===== src/rtl/sevseg_scan_ctrl.sv =====
// sevseg_scan_ctrl: time-multiplexed scan controller for an N-digit
// common-anode 7-segment display with a frame-synchronous load handshake.
// Optional feature macro: SEVSEG_LEADING_ZERO_BLANK_EN (leading-zero blanking).
module sevseg_scan_ctrl #(
    parameter int unsigned NUM_DIGITS   = 4,
    parameter int unsigned REFRESH_DIV  = 50000,
    parameter int unsigned BLANK_CYCLES = 500,
    localparam int unsigned IDX_W       = (NUM_DIGITS > 1) ? $clog2(NUM_DIGITS) : 1,
    localparam int unsigned DATA_W      = 4 * NUM_DIGITS
) (
    input  logic              clk,
    input  logic              rst,
    input  logic              load_valid,
    output logic              load_ready,
    input  logic [DATA_W-1:0] load_data,
    input  logic [NUM_DIGITS-1:0] digit_en,
    output logic [3:0]        bcd_out,
    output logic [NUM_DIGITS-1:0] anode_n,
    output logic [IDX_W-1:0]  scan_idx,
    output logic              frame_tick
);

    localparam int unsigned CNT_MAX = (REFRESH_DIV > BLANK_CYCLES) ? REFRESH_DIV : BLANK_CYCLES;
    localparam int unsigned CNT_W   = (CNT_MAX > 1) ? $clog2(CNT_MAX) : 1;

    localparam logic [0:0] ST_BLANK = 1'b0;
    localparam logic [0:0] ST_SHOW  = 1'b1;

    // State and datapath registers
    logic [0:0]            r_state;
    logic [CNT_W-1:0]      r_div_cnt;
    logic [IDX_W-1:0]      r_scan_idx;
    logic [DATA_W-1:0]     r_active;
    logic [DATA_W-1:0]     r_shadow;
    logic                  r_pending;
    logic [NUM_DIGITS-1:0] r_anode_n;
    logic [3:0]            r_bcd_out;
    logic                  r_frame_tick;

    // Next-state / decode signals
    logic                  w_blank_done;
    logic                  w_show_done;
    logic                  w_last_idx;
    logic                  w_wrap;
    logic                  w_swap;
    logic                  w_xfer;
    logic [0:0]            w_next_state;
    logic [CNT_W-1:0]      w_next_cnt;
    logic [IDX_W-1:0]      w_next_idx;
    logic [DATA_W-1:0]     w_next_active;
    logic [3:0]            w_nib;
    logic [NUM_DIGITS-1:0] w_lz_dark;
    logic [NUM_DIGITS-1:0] w_anode_show;
    logic [NUM_DIGITS-1:0] w_next_anode_n;
    logic [3:0]            w_next_bcd;
`ifdef SEVSEG_LEADING_ZERO_BLANK_EN
    logic                  w_upper_zero;
`endif

    // Phase-end, frame-boundary and handshake qualifiers
    assign w_blank_done  = (r_state == ST_BLANK) && (r_div_cnt == CNT_W'(BLANK_CYCLES - 1));
    assign w_show_done   = (r_state == ST_SHOW)  && (r_div_cnt == CNT_W'(REFRESH_DIV - 1));
    assign w_last_idx    = (r_scan_idx == IDX_W'(NUM_DIGITS - 1));
    assign w_wrap        = w_blank_done && w_last_idx;
    // Swap uses the pre-edge pending flag, so a same-edge transfer waits a frame
    assign w_swap        = w_wrap && r_pending;
    assign w_xfer        = load_valid && !r_pending;
    assign w_next_active = w_swap ? r_shadow : r_active;

    // Next state, divider and scan index
    always_comb begin
        w_next_state = r_state;
        w_next_cnt   = r_div_cnt + CNT_W'(1);
        w_next_idx   = r_scan_idx;
        if (w_blank_done) begin
            w_next_state = ST_SHOW;
            w_next_cnt   = '0;
            w_next_idx   = w_last_idx ? '0 : (r_scan_idx + IDX_W'(1));
        end else if (w_show_done) begin
            w_next_state = ST_BLANK;
            w_next_cnt   = '0;
        end
    end

    // Nibble for the digit being shown next cycle (from the post-swap frame)
    always_comb begin
        w_nib = 4'h0;
        for (int k = 0; k < NUM_DIGITS; k++) begin
            if (IDX_W'(k) == w_next_idx) begin
                w_nib = w_next_active[4*k +: 4];
            end
        end
    end

    // Leading-zero dark mask: digit k>0 is dark when nibbles k..top are all zero
    always_comb begin
        w_lz_dark = '0;
`ifdef SEVSEG_LEADING_ZERO_BLANK_EN
        w_upper_zero = 1'b1;
        for (int k = NUM_DIGITS - 1; k >= 0; k--) begin
            w_upper_zero = w_upper_zero && (w_next_active[4*k +: 4] == 4'h0);
            w_lz_dark[k] = (k > 0) && w_upper_zero;
        end
`endif
    end

    // Anode pattern while showing: only the selected, enabled, non-blanked digit
    always_comb begin
        w_anode_show = '1;
        for (int k = 0; k < NUM_DIGITS; k++) begin
            if ((IDX_W'(k) == w_next_idx) && digit_en[k] && !w_lz_dark[k]) begin
                w_anode_show[k] = 1'b0;
            end
        end
    end

    // Output decode for the next cycle; bcd_out holds its value while blanking
    always_comb begin
        w_next_anode_n = '1;
        w_next_bcd     = r_bcd_out;
        if (w_next_state == ST_SHOW) begin
            w_next_anode_n = w_anode_show;
            w_next_bcd     = w_nib;
        end
    end

    // State, frame buffer, handshake and registered outputs
    always_ff @(posedge clk) begin
        if (rst) begin
            r_state      <= ST_BLANK;
            r_div_cnt    <= '0;
            r_scan_idx   <= IDX_W'(NUM_DIGITS - 1);
            r_active     <= '0;
            r_shadow     <= '0;
            r_pending    <= 1'b0;
            r_anode_n    <= '1;
            r_bcd_out    <= 4'h0;
            r_frame_tick <= 1'b0;
        end else begin
            r_state      <= w_next_state;
            r_div_cnt    <= w_next_cnt;
            r_scan_idx   <= w_next_idx;
            r_active     <= w_next_active;
            r_anode_n    <= w_next_anode_n;
            r_bcd_out    <= w_next_bcd;
            r_frame_tick <= w_wrap;
            if (w_swap) begin
                r_pending <= 1'b0;
            end else if (w_xfer) begin
                r_shadow  <= load_data;
                r_pending <= 1'b1;
            end
        end
    end

    assign load_ready = !r_pending;
    assign bcd_out    = r_bcd_out;
    assign anode_n    = r_anode_n;
    assign scan_idx   = r_scan_idx;
    assign frame_tick = r_frame_tick;

endmodule

===== config.mk =====
export PLATFORM = sky130hd
export DESIGN_NAME = sevseg_scan_ctrl
export DESIGN_NICKNAME = d
export VERILOG_FILES = /design/src/rtl/sevseg_scan_ctrl.sv
export SDC_FILE = /design/constraint.sdc
export NUM_CORES = 1
export LEC_CHECK = 0
export CORE_MARGIN = 2
export CORE_UTILIZATION = 60
export CTS_BUF_LIST = sky130_fd_sc_hd__clkbuf_8
export CTS_CLUSTER_DIAMETER = 200
export DETAILED_ROUTE_END_ITERATION = 6
export MAX_ROUTING_LAYER = met4
export PLACE_DENSITY = 0.86
export SYNTH_ARGS = -nofsm -noshare
export SYNTH_HDL_FRONTEND = slang
export SYNTH_SLANG_ARGS = --single-unit

===== constraint.sdc =====
create_clock -name clk -period 5 [get_ports clk]
set_input_delay 0.5 -clock clk [delete_from_list [all_inputs] [get_ports clk]]
set_output_delay 0.5 -clock clk [all_outputs]
set_load 0.01 [all_outputs]

# ---- Word level (Yosys, flattened, before mapping)
# Index checks and enable logic that the tools add are counted.
dict set report word_totals {
  output_inout_bits 12
  regBits 61
}
dict set report classes {
  n_addsub 2
  bitwise_logic 3
  n_reduce_logical 15
  muxes 13
  eq_ne 6
}
# operator n
set ops {}
lappend ops {{16-bit by 1-bit adder with 16-bit output (second input constant)} 1}
lappend ops {{16-bit == test (second input constant)} 1}
lappend ops {{16-bit by 9-bit == test with 1-bit output (second input constant)} 1}
lappend ops {{16-bit two-way mux} 1}
lappend ops {{4-bit two-way mux} 4}
lappend ops {{1-bit logical AND} 9}
lappend ops {{1-bit two-way mux} 6}
lappend ops {{2-bit == test (first input constant)} 2}
lappend ops {{2-bit two-way mux} 2}
lappend ops {{2-bit OR reduction} 2}
lappend ops {{1-bit NOT} 3}
lappend ops {{3-bit OR reduction} 1}
lappend ops {{2-bit by 1-bit adder with 2-bit output (second input constant)} 1}
lappend ops {{1-bit by 2-bit == test with 1-bit output (first input constant)} 1}
lappend ops {{2-bit == test (second input constant)} 1}
lappend ops {{2-bit zero test} 1}
lappend ops {{2-bit AND reduction} 1}
lappend ops {{1-bit zero test} 1}

# ---- Longest topological paths before layout
# Gate-level depths: netlist of the first run.
dict set report depth {
  word_depth 9
  ltp_mapped 9
  depth_no_buf 8
}

# ---- Worst setup path after synthesis of the first run
# Ideal clock, no wire load.
dict set report synth_timing {
  path_type {flip-flop to flip-flop}
  from {register r_div_cnt[0]}
  to {register r_bcd_out[2] (netlist: bcd_out[2])}
  required_time_ps 4854
  path_stages_with_launch 8
  path_slack_ps 2755
  arrival_ps 2099
  cell_sequence {dfxtp_1 ha_1 nor4b_4 nand4_4 nor3_4 mux2_2 a222oi_1 a311oi_1}
}
dict set report synth_via {
  elab_chain_len 9
  elab_cells_between_ends 18
  classes_between {5 x eq/ne; 8 x mux; 5 x reduce/logical}
}
# item line
set synth_rtl {}
lappend synth_rtl {{from (decl)} 31} ;# logic [CNT_W-1:0] r_div_cnt;
lappend synth_rtl {{from (signal assigned)} 141} ;# r_div_cnt <= w_next_cnt;
lappend synth_rtl {{16-bit by 9-bit == test with 1-bit output} 61} ;# assign w_blank_done = (r_state == ST_BLANK) && (r_div_cnt == CNT_W'(BLANK_CYCLES - 1));
lappend synth_rtl {{1-bit logical AND} 61}
lappend synth_rtl {{1-bit logical AND} 64} ;# assign w_wrap = w_blank_done && w_last_idx;
lappend synth_rtl {{1-bit logical AND} 66} ;# assign w_swap = w_wrap && r_pending;
lappend synth_rtl {{16-bit two-way mux} 68} ;# assign w_next_active = w_swap ? r_shadow : r_active;
lappend synth_rtl {{4-bit two-way mux (4 in series)} 89} ;# if (IDX_W'(k) == w_next_idx) begin
lappend synth_rtl {{to (signal assigned)} 145} ;# r_bcd_out <= w_next_bcd;
lappend synth_rtl {{to (decl)} 37} ;# logic [3:0] r_bcd_out;
# Several ways; a longest one is shown, not always the timed one.
# A chain may end at the register's enable or synchronous reset.

# ---- Final worst setup path of the first run
dict set report layout_timing {
  from {register r_div_cnt[0]}
  to {register r_bcd_out[3] (netlist: bcd_out[3])}
}
# Same word-level chain as after synthesis.

==> results of run 1 <==
[where the power goes]
part | internal (W) | switching [W] | total (W)
logic | 0.0000255 | 0.0000239 | 0.0000494
registers | 0.000496 | 0.00000631 | 0.000502
clock network | 0.000304 | 0.000189 | 0.000493
total | 0.000825 | 0.000219 | 0.00104
[per-stage QoR]
stage | worst slack [ns] | instance area (um2) | power (W)
after floorplan | 2.755 | 2580 | 0.0005378
after global placement | 2.153 | 2915 | 0.0005609
after detailed placement | 2.086 | 2915 | 0.0005626
after CTS | 2.057 | 3141 | 0.001051
after global routing | 1.806 | 3141 | 0.001077
final | 2.021 | 3141 | 0.001045
[cells by family (layout without fill, tap and decap cells)]
kind of cell,count (synthesis),count (layout),share of synthesized area (%)
AND/OR/NAND/NOR,131,131,25.32
flip-flops,61,61,47.33
AO/OA/AOI/OAI,40,40,9.360
multiplexers,21,21,8.633
buffers and inverters,21,57,3.637
XOR/XNOR,14,14,4.753
adder cells (fa/ha/maj),2,2,0.9698
[synth_stat cells, drive strengths merged, types with 3 or more instances]
cell,number,area [um2]
a21oi,20,100.1
and2,8,50.05
and3,4,25.02
buf,3,25.02
clkbuf,11,42.54
dfxtp,61,1221
inv,7,26.28
mux2,10,112.6
mux2i,11,110.1
nand2,48,180.2
nand3,9,45.04
nand4,5,46.29
nor2,38,142.6
nor3,5,36.29
o21ai,7,35.03
xnor2,7,61.31
xor2,7,61.31
[sequential cells by signal, indices dropped and copies added, names as in the netlist]
register,cells
r_active,16
r_state,1
r_div_cnt,16
bcd_out,4
scan_idx,2
r_pending,1
frame_tick,1
anode_n,4
r_shadow,16
[final timing paths]
check	end	cells past startpoint	slack [ns]	from
worst max-delay path	bcd_out[3]	7	2.02	r_div_cnt[0]
worst min-delay path	r_shadow[9]	2	0.46	r_shadow[9]
worst max register to register	bcd_out[3]	7	2.02	r_div_cnt[0]
worst min register to register	r_shadow[9]	2	0.46	r_shadow[9]
[tightest hold or removal path, cell delays in order (launching register included)]
cell	delay [ns]
dfxtp_1	0.31
nand2_1	0.05
a21oi_1	0.05
[cell type report]
class / instances / area (um2) / share of cell area [%]
clock buffer: 11 / 151.4 / 4.821
sequential: 61 / 1221 / 38.88
clock inverter: 5 / 73.82 / 2.351
inverter: 7 / 26.28 / 0.8367
tap: 50 / 62.56 / 1.992
timing repair buffer: 34 / 340.3 / 10.84
multi-input combinational: 208 / 1265 / 40.28
[metal layers]
layer	part of all wire [%]	GRT usage [%]	wire, um	up-vias
li1	-	-	-	1055
met1	45	30.15	2436	968
met2	48	38.57	2562	45
met3	4.2	7.413	225	16
met4	3.0	12.85	161	0
met5	0	-	0	-
==> impl_metrics.json, run 1 <==
{
  "critPathKind": "reg -> reg",
  "first_pass_iters": 4,
  "diodes": 0,
  "hp-class": "reg -> reg",
  "slew_violations": 0,
  "port_buffers": 34,
  "dieArea_um2": 4841,
  "tritoncts": "done",
  "synth_ff_type": "dfxtp_1",
  "end_kind": "register",
  "ant_nets": 0,
  "worstMarginPinSlew_ns": 1.099,
  "antenna_found_initial": 0,
  "async_reset_ff_share_pct": 0,
  "die_x_um": 69.58,
  "status": "finished, final reports clean",
  "wl_per_cell_um": 14.32,
  "layout-drive-gt1-share_pct": 8.896,
  "hold_violations": 0,
  "yosysWarningCount": 0,
  "core_area_um2": 4058,
  "rsz0062_at_grt": "false",
  "critPathBufInv": 0,
  "synth_cell_types": 43,
  "routed_wirelength_um": 5386,
  "vias": 2084,
  "timing.final.crit_share_pct": 59.59,
  "path_cells": "ha_1, nor4b_4, nand4_4, nor2_1, mux2i_1, a222oi_1, a311oi_1",
  "hpwl_um": 3661,
  "leakagePower_nw": 1.185,
  "setup_violations": 0,
  "layout_commonest_cell": "dfxtp_1",
  "slowest_delay_ns": 0.67,
  "min_period_ns": 2.979,
  "max_slew_margin_pct": 26.53,
  "syn_inst": 290,
  "fin_worst_skew_ns": 0.004031,
  "rows": 23,
  "gr-total-overflow": 0,
  "nFillCells": 284,
  "crit_slowest_cell": "nor2_1",
  "grt_usage_pct": 25.18,
  "finalNetCount": 346,
  "ctsHoldBuffers": 0,
  "first_global_vias": 2022,
  "dp_cells": 360,
  "first_iter_violations": 119,
  "ys_seq_elements": 61,
  "yosysSeqAreaShare_pct": 47.33,
  "initial_core_util_pct": 63.58,
  "cts_resized": 0,
  "vdd_drop_max_v": 0.0002288,
  "postCtsSetupBuffers": 0,
  "drc": 0,
  "cp.arrival_ns": 3.22,
  "layout_common_cells": "dfxtp_1, nand2_1, nor2_1, clkdlybuf4s50_1, a21oi_1",
  "synth_edf_count": 0,
  "syn-num-nets": 315,
  "post-route-util_pct": 77.40,
  "cp-start-kind": "register",
  "cts_buffer_depth": 2,
  "htreeDepth": 3,
  "cts_buffers": 9,
  "ios": 35,
  "syn-cell-area_um2": 2580,
  "max_cap_violations": 0,
  "cts-root-buf": "clkbuf_8",
  "required_ns": 5.24,
  "clock-sinks": 61,
  "grt_max_degree": 31,
  "critPathMaxFanout": 12,
  "fmax_mhz": 335.6,
  "clkTransAtPathRegs_ns": 0.06,
  "hold_ws_ns": 0.4576,
  "power_density_nw_per_um2": 332.6,
  "final_cells": 376,
  "grt_pass1_wl_um": 9349,
  "clk_latency_ns": 0.34,
  "syn_to_final_growth_pct": 21.73,
  "setup_tns_ns": 0,
  "gp_congestion": 0.8323,
  "syn_area_per_cell_um2": 8.896,
  "via_per_inst": 5.543,
  "path_delay_family": "simple AND/OR/NAND/NOR gates",
  "die_h_um": 69.58
}
Note: power is estimated with default switching activity, not from simulation.
==> run 2, diff against run 1 <==
Settings changed: CORE_UTILIZATION 60 to 51, PLACE_DENSITY 0.86 to 0.78.
Clock period 5 ns to 2.65 ns, I/O delays scaled along.
==> impl_metrics.json, run 2 (same netlist as run 1, synthesis figures left out) <==
{
  "layout_common_cells": "dfxtp_1, nand2_1, nor2_1, clkdlybuf4s50_1, a21oi_1",
  "first_iter_violations": 77,
  "vdd_drop_max_v": 0.0004120,
  "dieArea_um2": 5644,
  "max_slew_margin_pct": 61.69,
  "cts_resized": 0,
  "port_buffers": 34,
  "clock-sinks": 61,
  "hpwl_um": 3973,
  "rsz0062_at_grt": "false",
  "cp.arrival_ns": 2.70,
  "first_global_vias": 2107,
  "tritoncts": "done",
  "setup_violations": 0,
  "wl_per_cell_um": 13.78,
  "clkTransAtPathRegs_ns": 0.07,
  "hold_violations": 0,
  "end_kind": "register",
  "die_x_um": 75.13,
  "rows": 25,
  "first_pass_iters": 4,
  "path_cells": "ha_1, nor4b_4, nand4_4, nor2_1, buf_4, mux2i_1, a222oi_1, a311oi_1",
  "cts-root-buf": "clkbuf_8",
  "via_per_inst": 5.348,
  "drc": 0,
  "antenna_found_initial": 0,
  "dp_slack_ns": 0.09123,
  "area.sequential_um2": 1221,
  "htreeDepth": 3,
  "fin_worst_skew_ns": 0.007974,
  "slowest_delay_ns": 0.40,
  "r2r_slack_ns": 0.20,
  "critPathKind": "reg -> reg",
  "dp_cells": 386,
  "power_density_nw_per_um2": 578.1,
  "cts_buffers": 9,
  "nFillCells": 389,
  "finalNetCount": 358,
  "grt_usage_pct": 23.25,
  "final_cells": 405,
  "die_h_um": 75.13,
  "syn_to_final_growth_pct": 25.07,
  "ios": 35,
  "hp-class": "in -> reg",
  "power_w": 0.001865,
  "fmax_mhz": 407.8,
  "layout_commonest_cell": "dfxtp_1",
  "vias": 2166,
  "cp-start-kind": "register",
  "grt_pass1_wl_um": 9315,
  "multi_input_area_um2": 1265,
  "diodes": 0,
  "worstMarginPinSlew_ns": 0.5733,
  "required_ns": 2.90,
  "hold_ws_ns": 0.4038,
  "gr-total-overflow": 0,
  "routed_wirelength_um": 5581,
  "slew_violations": 0,
  "reg_top3": "r_active: 16 flops, r_div_cnt: 16 flops, r_shadow: 16 flops",
  "worst_slack_ns": 0.1976,
  "gp_congestion": 0.8333,
  "status": "finished, final reports clean",
  "ant_nets": 0,
  "max_cap_violations": 0,
  "crit_slowest_cell": "mux2i_1",
  "core_area_um2": 4786,
  "layout-drive-gt1-share_pct": 12.43,
  "critPathMaxFanout": 11,
  "cts_buffer_depth": 2,
  "clk_latency_ns": 0.35,
  "initial_core_util_pct": 53.91,
  "grt_max_degree": 30,
  "min_period_ns": 2.452,
  "setup_tns_ns": 0,
  "timing.final.crit_share_pct": 92.54,
  "leakagePower_nw": 1.221
}
## run 2: worst paths after layout
check / from / endpoint / depth (start not counted)
worst min-delay path: digit_en[0] / anode_n[0] / 2
worst max register to register: r_div_cnt[0] / bcd_out[2] / 8
worst min register to register: r_shadow[0] / r_shadow[0] / 2
worst max-delay path: r_div_cnt[0] / bcd_out[2] / 8
## run 2: report_power, final
group | internal, W | total [W] | switching (W)
combinational | 0.0000513 | 0.0000991 | 0.0000477
sequential | 0.000935 | 0.000948 | 0.0000131
clock | 0.000436 | 0.000818 | 0.000382
## run 2: per-stage QoR
stage	cell area, um2	utilization (%)
global placement	3004	62.77
CTS	3204	66.95
detailed placement	3004	62.77
finish	3227	67.42
global route	3227	67.42
floorplan	2580	-
## run 2: metal layers
layer	share of wire [%]	track usage (%)
met1	43	25.63
met2	50	37.43
met3	5.6	8.701
met4	1.6	10.32
met5	0	-
## run 2: layout make-up
cell class / instances / share of cell area (%)
Clock inverter: 7 / 2.365
Multi-Input combinational cell: 208 / 39.20
Tap cell: 67 / 2.598
Sequential cell: 61 / 37.84
Clock buffer: 9 / 3.839
Timing Repair Buffer: 46 / 13.34
Inverter: 7 / 0.8143
## run 2: critical path, delay by kind of cell (launching register included)
kind                     cells  cell delay, ns
multiplexers                 1            0.40
flip-flops                   1            0.37
AO/OA/AOI/OAI                2            0.49
AND/OR/NAND/NOR              3            0.64
buffers and inverters        1            0.22
adder cells (fa/ha/maj)      1            0.23
## run 2: repair_timing
| action | CTS | global route |
|---|---|---|
| setup endpoints to repair | 0 | 4 |
| hold buffers | 0 | 0 |
| buffers inserted | 0 | 3 |
